`config.mk`:
```
export PLATFORM = sky130hd
export DESIGN_NAME = cone_out_fifo
export DESIGN_NICKNAME = d
export VERILOG_FILES = /design/src/rtl/cone_out_fifo.sv
export SDC_FILE = /design/constraint.sdc
export NUM_CORES = 1
export LEC_CHECK = 0
export CAP_MARGIN = 20
export CORE_ASPECT_RATIO = 1.1
export CORE_MARGIN = 2
export CORE_UTILIZATION = 60
export CTS_CLUSTER_DIAMETER = 80
export DETAILED_ROUTE_END_ITERATION = 16
export DONT_BUFFER_PORTS = 1
export PLACE_DENSITY = 0.76
export SYNTH_ARGS = -nofsm -noshare
export SYNTH_HDL_FRONTEND = slang
export SYNTH_SLANG_ARGS = --single-unit
```
`constraint.sdc`:
```
create_clock -name clk -period 2.8 [get_ports clk]
set_input_delay 0.56 -clock clk [delete_from_list [all_inputs] [get_ports clk]]
set_output_delay 0.56 -clock clk [all_outputs]
set_load 0.01 [all_outputs]
```
`src/rtl/cone_out_fifo.sv`:
```
// Output FIFO for the cone result vector: DEPTH-entry ring buffer with
// sticky overflow and a saturating count of accepted words that changed.
module cone_out_fifo #(
    parameter int DEPTH = 4
) (
    input  logic        clk,
    input  logic        rst,
    input  logic        in_valid,
    input  logic [7:0]  in_data,
    output logic        in_ready,
    output logic        out_valid,
    output logic [7:0]  out_data,
    input  logic        out_ready,
    output logic [3:0]  count,
    output logic        overflow,
    output logic [15:0] toggle_cnt
);

    localparam int AW = $clog2(DEPTH);
    localparam logic [3:0] FULL = 4'(DEPTH);

    logic [7:0]    r_mem [DEPTH];
    logic [AW-1:0] r_wr_ptr;
    logic [AW-1:0] r_rd_ptr;
    logic [3:0]    r_count;
    logic          r_overflow;
    logic [15:0]   r_toggle_cnt;
    logic [7:0]    r_last_word;

    logic w_push;
    logic w_pop;

    // Handshake flags come only from registered occupancy.
    assign in_ready   = (r_count != FULL);
    assign out_valid  = (r_count != 4'd0);
    assign out_data   = r_mem[r_rd_ptr];
    assign count      = r_count;
    assign overflow   = r_overflow;
    assign toggle_cnt = r_toggle_cnt;

    assign w_push = in_valid & in_ready;
    assign w_pop  = out_valid & out_ready;

    always_ff @(posedge clk) begin
        if (!rst && w_push) begin
            r_mem[r_wr_ptr] <= in_data;
        end
    end

    always_ff @(posedge clk) begin
        if (rst) begin
            r_wr_ptr     <= '0;
            r_rd_ptr     <= '0;
            r_count      <= 4'd0;
            r_overflow   <= 1'b0;
            r_toggle_cnt <= 16'd0;
            r_last_word  <= 8'd0;
        end else begin
            if (w_push) begin
                r_wr_ptr <= r_wr_ptr + AW'(1);
            end
            if (w_pop) begin
                r_rd_ptr <= r_rd_ptr + AW'(1);
            end
            case ({w_push, w_pop})
                2'b10:   r_count <= r_count + 4'd1;
                2'b01:   r_count <= r_count - 4'd1;
                default: r_count <= r_count;
            endcase
            if (in_valid && !in_ready) begin
                r_overflow <= 1'b1;
            end
            // Toggle count saturates rather than wrapping.
            if (w_push) begin
                r_last_word <= in_data;
                if (in_data != r_last_word && r_toggle_cnt != 16'hFFFF) begin
                    r_toggle_cnt <= r_toggle_cnt + 16'd1;
                end
            end
        end
    end

endmodule

```
==> impl_summary.md, run 1 <==
Status
The run finished with clean final reports.

Clocking
The later pin in the worst-skew pair is clocked with a latency of 0.33 ns. The worst-case clock buffer depth is 2. Clock tree synthesis inserted a total of 9 buffers. The count of instances resized after the clock tree is built is 0. Clock-pin slew was measured on the worst setup and hold paths at 0.07 ns. The clock tree synthesis step divided the H-tree into 3 levels. Clock tree synthesis selected as its root buffer the cell sky130_fd_sc_hd__clkbuf_8. The clock drives 67 sinks. TritonCTS built the clock tree. The total setup buffers inserted after CTS is 0. The number of hold buffers added after CTS was 0.

Power and ir drop
The switching power as a share of total power is 0.267. The fraction of power consumed by the clock network is 0.337. The cell-internal power is 0.00181 W. The maximum resistive drop on vdd is 0.592 mV.

The total design power is 0.00247 W. For this design the ratio of total power to cell area is 787 nW/µm². The leakage dissipation is 1.09 nW. In this run the power spent charging and discharging nets is 0.000659 W. The share of total power dissipated in sequential elements is 0.494.

Of the total power, combinational logic draws 0.169.

Timing
The final critical path time including I/O delays and setup is 2.47 ns. The maximum clock rate is 0.405 GHz. The number of setup violations in the final report is 0. The pin slew with the least headroom to its limit is 0.526 ns. Measured against its own limit, the worst slew margin works out to 0.649.

For the final routed database, the setup TNS stands at 0 ns. The count of final hold-check violations is 0. The final setup skew is 0.00683 ns.

In the finished design, the share of the clock period the worst path needs comes to 0.882. Setup repair after global routing left no endpoint under its margin. The max-slew violation count is 0.

Yosys
Synthesis instantiated 43 different standard cells from the library. The post-synth net total is 267. The proportion of register bits with asynchronous set or reset after synthesis is 0.

The post-synthesis compound-gate area fraction is 0.0539. The commonest cells after synthesis are sky130_fd_sc_hd__dfxtp_1, sky130_fd_sc_hd__edfxtp_1, sky130_fd_sc_hd__nor2_1. The number of instances in the synthesized netlist is 247. The total number of yosys warnings is 0.

Among all flip-flop cells after synthesis, the most frequent one is sky130_fd_sc_hd__dfxtp_1. The dominant combinational cell family by area after synthesis is simple AND/OR/NAND/NOR gates. After synthesis, the cell types taking the most area are sky130_fd_sc_hd__edfxtp_1, sky130_fd_sc_hd__dfxtp_1, sky130_fd_sc_hd__mux4_2. The share of synthesized cell area in full adder, half adder and majority cells is 0.0345. After synthesis the netlist holds a flip-flop and latch count of 67. The most area-hungry cell type in the Yosys netlist is sky130_fd_sc_hd__edfxtp_1.

Of the total synthesized cell area, the portion taken by AND, OR, NAND and NOR gates is 0.167. The average instance in the mapped netlist occupies 11.7 µm². The most common cell in the synthesized netlist is sky130_fd_sc_hd__dfxtp_1. The area of the mapped netlist is 2900 µm². Of the total synthesized cell area, the portion taken by XOR and XNOR cells is 0.0695. The fraction of synthesized area in multiplexers is 0.0772. The share of the synthesized area in the top cell type is 0.331. The number of flops mapped to enable cells by yosys is 32. Of the synthesized area, sequential elements account for 0.573.

Routing
The total wire length is 4670 µm. The iteration count of the initial detailed-routing pass is 4. In the routed design, unresolved DRC markers number 0.

In the final routed layout, each cell accounts on average for 15.1 µm. The residual antenna-violating net count after detailed routing is 0. Using the TritonRoute via totals, the vias-per-cell ratio works out to 5.66.

The detailed router placed 1750 vias in this run. The violation count after the first detailed-route iteration is 121.

Floorplanning
The area of the die is 5410 µm². For this design the top-level I/O count stands at 43. The width of the die is 70.3 µm. For this configuration, the core starts out at a cell density of 0.623.

The standard-cell row count is 26. From bottom edge to top edge, the die measures 76.9 µm. The standard cell core area is 4650 µm².

Setup path
The endpoint identified for the worst register-to-register timing path is count[2]. The depth of the worst register-to-register path is 9. Across all register-to-register paths, the minimum setup slack is 0.33 ns. STA classifies the critical path startpoint as a flop. For the worst setup path, the data required time is 3.07 ns.

The arrival time of data at the critical path endpoint is 2.74 ns. The maximum net fanout on the critical path is 14. The classification of the worst setup path is flop to flop.

The worst register-to-register path begins at count[2]. The worst setup path is captured at a flop.

Hold path
Counting instances, the worst hold path has a depth of 1. The class of the tightest hold or removal check is input pin to flop. The hold path startpoint is rst.

The endpoint with the worst hold slack is toggle_cnt[13].

Placement
The wire-length estimate of the detail-placed layout is 3280 µm. The count of input and output buffers is 0. The routability congestion estimate from global placement is 0.744.

GRT
The first-pass GRT wire length is 7850 µm. For this run, the total global-route usage over all layers was measured as 0.189. The number of antenna violations at the first check in global routing is 0. The residual overflow from global routing is 0.

The via count of the first global-routing pass is 1685. Entering global routing, the biggest net connects 41 pins.

Final layout
Fill cells in the final layout number 357. The layout net count is 268. The antenna diode instance count is 0. The utilization after layout is 0.675. Relative to the synthesized area, the layout overhead comes to 8.24%. In the final layout, the share of cells above drive strength 1 is 0.138.

Flow run
The count of max-cap constraint violations is 0.
power groups by stage:
stage	clock network (W)	logic, W	registers, W
after CTS	0.000853	0.000423	0.00122
final	0.000832	0.000417	0.00122
after floorplan	0	0.000402	0.00120
after global routing	0.000900	0.000471	0.00124
after global placement	0	0.000412	0.00124
after detailed placement	0	0.000419	0.00125
stage by stage:
stage / setup slack [ns] / hold WS [ns] / area (µm²) / std cells
3_3_place_gp: 0.385 / 0.448 / 2930 / 293
2_1_floorplan: 0.249 / 0.448 / 2900 / 247
4_1_cts: 0.312 / 0.269 / 3140 / 309
5_1_grt: 0.135 / 0.268 / 3140 / 309
3_5_place_dp: 0.341 / 0.454 / 2930 / 293
6_report: 0.330 / 0.295 / 3140 / 309
registers in the layout, summed over array words and instances (netlist names), named ones only:
signal	flops
count	4
overflow	1
r_last_word	8
r_mem	32
r_rd_ptr	2
r_wr_ptr	2
toggle_cnt	16
cell type report:
| cell class | count | area, µm² | area share |
|---|---|---|---|
| sequential | 67 | 1660 | 0.529 |
| multi-input combinational | 162 | 1160 | 0.371 |
| clock buffer | 11 | 131 | 0.0418 |
| clock inverter | 5 | 77.6 | 0.0247 |
| tap | 56 | 70.1 | 0.0223 |
| inverter | 7 | 26.3 | 0.00837 |
| timing repair buffer | 1 | 7.51 | 0.00239 |
worst max-delay path: stages (launching register included):
cell and delay, ns:
sky130_fd_sc_hd__dfxtp_1 0.46, sky130_fd_sc_hd__nor4b_2 0.38, sky130_fd_sc_hd__nand2b_4 0.30, sky130_fd_sc_hd__ha_1 0.28
sky130_fd_sc_hd__xor2_1 0.17, sky130_fd_sc_hd__ha_1 0.16, sky130_fd_sc_hd__a21oi_1 0.05, sky130_fd_sc_hd__xor2_1 0.16
sky130_fd_sc_hd__or3_1 0.30, sky130_fd_sc_hd__a21oi_1 0.13
per-layer routing:
layer | wire [µm] | track usage | vias to the layer above
met1 | 2010 | 0.225 | 824
met4 | 58 | 0.0808 | 0
met5 | 0 | 0 | -
li1 | - | - | 883
met3 | 255 | 0.0762 | 6
met2 | 2350 | 0.303 | 37
worst max path at each step:
stage	startpoint	slack, ns	to
6_report	count[2]	0.33	count[2]
5_1_grt	count[2]	0.14	count[2]
4_1_cts	count[2]	0.31	count[2]
3_5_place_dp	count[2]	0.34	count[2]
3_3_place_gp	count[2]	0.38	count[2]
2_1_floorplan	count[1]	0.25	count[2]
logic make-up (layout without fill, tap and decap cells):
logic type,count (synthesis),count (layout)
compound gates,26,26
mux,12,12
xor+xnor,23,23
buf+inv,18,24
flops,67,67
simple gates,93,93
fa+ha+maj,8,8
cells in the final DEF (no fill, tap or decap), types with 8 or more instances in the layout:
master and count:
sky130_fd_sc_hd__nand2_1 18, sky130_fd_sc_hd__nor2_1 25, sky130_fd_sc_hd__a21oi_1 16, sky130_fd_sc_hd__clkbuf_8 9, sky130_fd_sc_hd__xnor2_1 13, sky130_fd_sc_hd__mux4_2 8
sky130_fd_sc_hd__dfxtp_1 35, sky130_fd_sc_hd__edfxtp_1 32, sky130_fd_sc_hd__ha_1 8, sky130_fd_sc_hd__nand3_1 13, sky130_fd_sc_hd__xor2_1 10
No activity file was read; power rests on OpenSTA's default activity.
==> run 2: changes to the inputs <==
--- a/config.mk
+++ b/config.mk
@@ -7,12 +7,13 @@
 export LEC_CHECK = 0
 export CAP_MARGIN = 20
 export CORE_ASPECT_RATIO = 1.1
-export CORE_MARGIN = 2
+export CORE_MARGIN = 1.5
 export CORE_UTILIZATION = 60
 export CTS_CLUSTER_DIAMETER = 80
 export DETAILED_ROUTE_END_ITERATION = 16
 export DONT_BUFFER_PORTS = 1
 export PLACE_DENSITY = 0.76
+export RECOVER_POWER = 25
 export SYNTH_ARGS = -nofsm -noshare
 export SYNTH_HDL_FRONTEND = slang
 export SYNTH_SLANG_ARGS = --single-unit
==> impl_summary.md, run 2 (synthesis gave the netlist of run 1 again) <==
Final layout
The utilization after layout was 0.687 (+0.0124). The antenna diode instance count is 0 (unchanged). The number of filler instances in the final layout is 348 (-2.5%). The layout net count was 268 (unchanged).

The fraction of layout cells with a size suffix above 1 was 0.142 (+0.00395). The area taken by multi-input logic gates was 1160 µm² (unchanged). r_mem holds more flip-flops than any other register. The number of flip-flops under the largest register name is 32 (unchanged). The flip-flop and latch area is 1660 µm² (unchanged).

Relative to the synthesized area, the layout overhead comes to 10.2%. The top cell types in the final layout, fill and taps aside, are sky130_fd_sc_hd__dfxtp_1, sky130_fd_sc_hd__edfxtp_1, sky130_fd_sc_hd__nor2_1. The post-layout instance area is 3200 µm² (+1.8%). The library cell used most frequently in the layout, excluding fill and tap cells, is sky130_fd_sc_hd__dfxtp_1.

GRT
The via count of the first global-routing pass came to 1777 (+5.5%). The residual overflow from global routing was 0 (unchanged). The first-pass GRT wire length came to 8000 µm (+1.9%). The number of antenna violations at the first check in global routing is 0 (unchanged). The largest net degree at the start of global routing came to 41 (unchanged). The global-route usage over all layers is 0.193 (+0.00385).

Setup path
The worst stage delay on the critical path is 0.47 ns (about the same). The arrival time of data at the critical path endpoint is 2.74 ns (about the same). The launching element type of the critical path is a flop. Tracing the worst setup path back leads to its startpoint at count[2]. The critical register-to-register path endpoint is count[2]. The worst setup path is captured at a flop.

On the critical path the largest part of the delay comes from simple AND/OR/NAND/NOR gates. The required time at the endpoint of the critical path is 3.07 ns (about the same). The count of buffer and inverter cells on the critical path is 0 (unchanged). The worst reg2reg path startpoint is count[2]. The critical path is of the flop to flop type. The signal on the critical path passes through nor4b_2, nand2b_4, ha_1, xor2_1, ha_1, a21oi_1, xor2_1, or3_1, a21oi_1. The maximum net fanout on the critical path came to 14 (unchanged).

The register-to-register path setup slack was 0.33 ns (about the same). The depth of the worst register-to-register path is 9 (unchanged). The cell with the largest stage delay on the worst path is sky130_fd_sc_hd__dfxtp_1.

Routing
The total wire length came to 4700 µm (+0.56%). The residual antenna-violating net count after detailed routing came to 0 (unchanged). The iteration count of the initial detailed-routing pass is 4 (unchanged). The final routed wire length divided by cell count came to 15.2 µm (+0.56%). The violation count after the first detailed-route iteration is 122 (+0.83%). The via total after detailed routing came to 1782 (+1.8%). The post-detailed-route via-to-cell ratio came to 5.77 (+1.8%).

The post-detailed-route DRC marker count is 0 (unchanged).

Timing
The final critical path time including I/O delays and setup is 2.47 ns (+0.00174 ns). Setup repair after global routing left no endpoint under its margin. The count of final hold-check violations is 0 (unchanged). The final setup skew is 0.00686 ns (+0.0000266 ns). The worst slew margin relative to its limit is 0.652 (+0.00302). The final setup TNS is 0 ns (unchanged).

The worst-case setup margin in the final layout is 0.328 ns (-0.00174 ns). The share of the clock period used by the worst path after layout is 0.883 (about the same). The pin slew with the least headroom to its limit is 0.522 ns (-0.00453 ns). The maximum clock rate was 0.405 GHz (about the same). The max-slew violation count is 0 (unchanged). The number of setup violations in the final report was 0 (unchanged).

Floorplanning
The die height is 75.9 µm (-1.3%). The standard cell core area was 4650 µm² (unchanged). The area of the die is 5260 µm² (-2.7%). The standard-cell row count is 26 (unchanged). The width of the die was 69.3 µm (-1.4%). The count of boundary I/O pins is 43 (unchanged). The initial cell density of the core is 0.623 (unchanged).

Power and ir drop
The power density relative to cell area is 841 nW/µm² (+6.9%). The maximum resistive drop on vdd is 0.519 mV (-12%). The leakage dissipation was 1.12 nW (+2.8%).

Placement
The sum of net half-perimeters after detailed placement is 3170 µm (-3.4%). The routability congestion estimate from global placement is 0.743 (-0.12%). The placed standard-cell area came to 2930 µm² (unchanged).

The count of input and output buffers came to 0 (unchanged). The pre-CTS setup slack is 0.338 ns (-0.00306 ns).

Clocking
The clock transition at the registers of the reported paths is 0.07 ns (about the same). The clock sink total is 67 (unchanged). The cts-stage hold buffer count was 0 (unchanged).

TritonCTS built the clock tree. The number of buffers created by CTS is 9 (unchanged). CTS placed an instance of sky130_fd_sc_hd__clkbuf_8 at the clock tree root. The worst-case clock buffer depth is 2 (unchanged). The clock latency reported for the late side of the worst-skew pair is 0.34 ns (about the same). The total setup buffers inserted after CTS is 0 (unchanged).

The count of instances resized after the clock tree is built is 0 (unchanged). The count of H-tree levels built during CTS was 3 (unchanged).

Hold path
The count of cells along the worst hold path was 1 (unchanged). The worst hold path terminates at toggle_cnt[11]. The path class of the tightest hold or removal check is input pin to flop. The startpoint identified for the worst hold timing path is rst.

Status
The flow ran to the end, and the final reports show no timing, DRC or antenna violations.

Flow run
The count of max-cap constraint violations was 0 (unchanged).
==> run 2: changes by cell type in the layout (fill, tap and decap cells not counted) <==
cell	delta
sky130_fd_sc_hd__clkbuf_8	+1
sky130_fd_sc_hd__clkinv_2	-1
sky130_fd_sc_hd__clkbuf_1	-1
sky130_fd_sc_hd__clkinvlp_4	-1
sky130_fd_sc_hd__bufinv_16	+2
==> run 2: layout make-up <==
type | count | share of cell area
sequential | 67 | 0.520
multi-input combinational | 162 | 0.364
clock buffer | 11 | 0.0442
clock inverter | 5 | 0.0391
tap | 56 | 0.0219
inverter | 7 | 0.00822
timing repair buffer | 1 | 0.00235
==> run 2: worst max-delay path by stage <==
stage,to,depth (start not counted)
finish,count[2],9
global route,count[2],9
CTS,count[2],9
detailed placement,count[2],9
global placement,count[2],9
floorplan,count[2],11
==> run 2: metal layers <==
layer / share of wire / up-vias / wire [µm] / GRT usage
li1: - / 879 / - / -
met1: 0.44 / 851 / 2080 / 0.225
met2: 0.49 / 44 / 2320 / 0.313
met3: 0.048 / 8 / 227 / 0.0638
met4: 0.016 / 0 / 75 / 0.106
met5: 0 / - / 0 / 0
==> run 2: where the power goes <==
group / total (W) / internal (W) / leakage [nW] / switching (W)
logic: 0.000415 / 0.000197 / 0.414 / 0.000219
registers: 0.00122 / 0.00112 / 0.576 / 0.000107
clock network: 0.00105 / 0.000705 / 0.134 / 0.000347
==> run 2: stage by stage <==
step	instances	power, W	hold WS (ns)
after CTS	309	0.00271	0.277
after detailed placement	293	0.00166	0.455
final	309	0.00269	0.293
after global routing	309	0.00282	0.277
after global placement	293	0.00165	0.448
after floorplan	247	0.00160	0.448
==> run 3: changes to the inputs <==
==> constraint.sdc (replaced) <==
create_clock -name clk -period 2.8 [get_ports clk]
set_input_delay 0.56 -clock clk [delete_from_list [all_inputs] [get_ports clk]]
set_output_delay 0.56 -clock clk [all_outputs]
set_load 0.005 [all_outputs]
==> impl_summary.md, run 3 (synthesis gave the netlist of run 1 again) <==
Setup path
The register-to-register path setup slack is 0.39 ns (+0.06 ns). The slowest stage of the critical path belongs to the cell sky130_fd_sc_hd__dfxtp_1. Walking the worst path, the cells encountered are nor4b_2, nand2b_4, ha_1, xor2_1, ha_1, a21oi_1, xor2_1, or3_1, a21oi_1.

STA classifies the critical path endpoint as a flop. The required time at the endpoint of the critical path is 3.07 ns (about the same). The classification of the worst setup path is flop to flop. The arrival time of data at the critical path endpoint is 2.68 ns (-0.06 ns). The maximum net fanout on the critical path is 14 (unchanged). The worst stage delay on the critical path was 0.40 ns (-0.07 ns). The worst setup path is launched from a flop. The depth of the worst register-to-register path is 9 (unchanged).

Power and ir drop
The fraction of power consumed by the clock network is 0.347 (-0.044). The switching power as a share of total power is 0.266 (+0.0157). The sequential fraction of design power was 0.492 (+0.037). The cell-internal power is 0.00181 W (-10%). The power density relative to cell area is 783 nW/µm² (-7.0%). The leakage dissipation came to 1.09 nW (-2.7%). The net switching component of the power came to 0.000655 W (-2.7%).

The power share of the combinational group is 0.160 (+0.006). The maximum resistive drop on vdd is 0.454 mV (-13%).

Floorplanning
The standard cell core area is 4650 µm² (unchanged). The standard-cell row count was 26 (unchanged). The count of boundary I/O pins is 43 (unchanged). The initial cell density of the core was 0.623 (unchanged). The area of the die is 5260 µm² (unchanged). The die height is 75.9 µm (unchanged). The width of the die came to 69.3 µm (unchanged).

Final layout
The area taken by multi-input logic gates is 1160 µm² (unchanged). The layout net count is 268 (unchanged). The number of flip-flops under the largest register name came to 32 (unchanged). The fraction of layout cells with a size suffix above 1 came to 0.142 (unchanged). The most common library cell in the layout ignoring fill and taps is sky130_fd_sc_hd__dfxtp_1.

Counting flops per register, the top entry is r_mem. The number of filler instances in the final layout is 353 (+1.4%). The final instance count without filler cells came to 309 (unchanged).

The antenna diode instance count was 0 (unchanged). The flip-flop and latch area was 1660 µm² (unchanged). The synthesis-to-layout area growth is 8.50%. In the layout the commonest cells are sky130_fd_sc_hd__dfxtp_1, sky130_fd_sc_hd__edfxtp_1, sky130_fd_sc_hd__nor2_1.

Routing
The iteration count of the initial detailed-routing pass is 4 (unchanged). The residual antenna-violating net count after detailed routing is 0 (unchanged). The via total after detailed routing is 1823 (+2.3%).

The violation count after the first detailed-route iteration is 89 (-27%). The post-detailed-route via-to-cell ratio is 5.90 (+2.3%). The final routed wire length divided by cell count is 15.8 µm (+3.9%).

The post-detailed-route DRC marker count is 0 (unchanged). The total wire length is 4880 µm (+3.9%).

Placement
The sum of net half-perimeters after detailed placement is 3310 µm (+4.2%). The pre-CTS setup slack is 0.406 ns (+0.0680 ns). The placed instance count is 293 (unchanged). The routability congestion estimate from global placement is 0.773 (+4.0%). The count of input and output buffers was 0 (unchanged).

Clocking
The worst-case clock buffer depth came to 2 (unchanged). The count of instances resized after the clock tree is built is 0 (unchanged). The cell sitting at the root of the clock tree is a sky130_fd_sc_hd__clkbuf_8. The cts-stage hold buffer count is 0 (unchanged). The count of H-tree levels built during CTS was 3 (unchanged). The number of buffers created by CTS came to 9 (unchanged). The clock transition at the registers of the reported paths is 0.07 ns (about the same). The clock latency reported for the late side of the worst-skew pair came to 0.34 ns (about the same). TritonCTS built the clock tree.

The total setup buffers inserted after CTS came to 0 (unchanged). The clock sink total is 67 (unchanged).

GRT
The first-pass GRT wire length was 8230 µm (+2.8%). The number of antenna violations at the first check in global routing is 0 (unchanged). The largest net degree at the start of global routing is 41 (unchanged). The global-route usage over all layers was 0.198 (+0.00479). The residual overflow from global routing is 0 (unchanged). The via count of the first global-routing pass was 1829 (+2.9%).

Timing
The maximum clock rate came to 0.415 GHz (+2.6%). The final critical path time including I/O delays and setup came to 2.41 ns (-0.0616 ns). The final setup skew is 0.00424 ns (-0.00262 ns). The worst-case setup margin in the final layout is 0.389 ns (+0.0616 ns). The max-slew violation count is 0 (unchanged). The pin slew with the least headroom to its limit is 0.513 ns (-0.00846 ns).

Setup repair after global routing left no endpoint under its margin. The share of the clock period used by the worst path after layout is 0.861 (-0.0220). The worst slew margin relative to its limit is 0.657 (+0.00564). The final setup TNS is 0 ns (unchanged). The number of setup violations in the final report is 0 (unchanged). The count of final hold-check violations is 0 (unchanged).

Hold path
The tightest min-delay check is of the input pin to flop type. The count of cells along the worst hold path is 1 (unchanged).

Flow run
The count of max-cap constraint violations was 0 (unchanged).

Status
The flow ran to the end, and the final reports show no timing, DRC or antenna violations.
[run 3: cell count changes in the layout (fill, tap and decap cells not counted), sizes merged]
| cell | delta |
|---|---|
| clkbuf | -2 |
| clkinvlp | +2 |
| clkinv | +2 |
| bufinv | -2 |
[run 3: critical path: cells and delay by family (launching register included)]
kind | cells | cell delay, ns
AO/OA/AOI/OAI | 2 | 0.17
XOR/XNOR | 2 | 0.33
adder cells (fa/ha/maj) | 2 | 0.43
flip-flops | 1 | 0.40
AND/OR/NAND/NOR | 3 | 1.00
[run 3: power groups by stage]
stage / sequential, W / clock (W) / combinational, W
after floorplan: 0.00119 / 0 / 0.000382
after CTS: 0.00121 / 0.000868 / 0.000400
after global routing: 0.00123 / 0.000918 / 0.000445
final: 0.00121 / 0.000855 / 0.000395
after detailed placement: 0.00124 / 0 / 0.000399
after global placement: 0.00123 / 0 / 0.000389
[run 3: layer usage]
metal | up-vias | share of wire | wire, µm | global-route usage
met3 | 10 | 0.051 | 250 | 0.0718
met2 | 45 | 0.51 | 2470 | 0.337
met5 | - | 0 | 0 | 0
met4 | 0 | 0.018 | 89 | 0.0843
met1 | 886 | 0.42 | 2070 | 0.223
li1 | 882 | - | - | -
[run 3: area by class of cell]
cell class,count,share of cell area
clock buffer,9,0.0394
clock inverter,7,0.0294
inverter,7,0.00835
multi-input combinational,162,0.370
sequential,67,0.528
tap,56,0.0223
timing repair buffer,1,0.00239
[run 3: final timing paths]
| path | from | to |
|---|---|---|
| setup reg to reg | count[0] | count[2] |
| hold reg to reg | r_last_word[7] | r_last_word[7] |
| hold / removal | rst | r_last_word[2] |
| setup / recovery | count[0] | count[2] |
[run 3: metrics by stage]
stage	utilization	hold WS [ns]	power (W)	cell area, µm²
5_1_grt	0.676	0.269	0.00259	3150
3_3_place_gp	0.630	0.449	0.00162	2930
4_1_cts	0.676	0.273	0.00248	3150
6_report	0.676	0.292	0.00246	3150
2_1_floorplan	-	0.448	0.00157	2900
3_5_place_dp	0.630	0.455	0.00164	2930
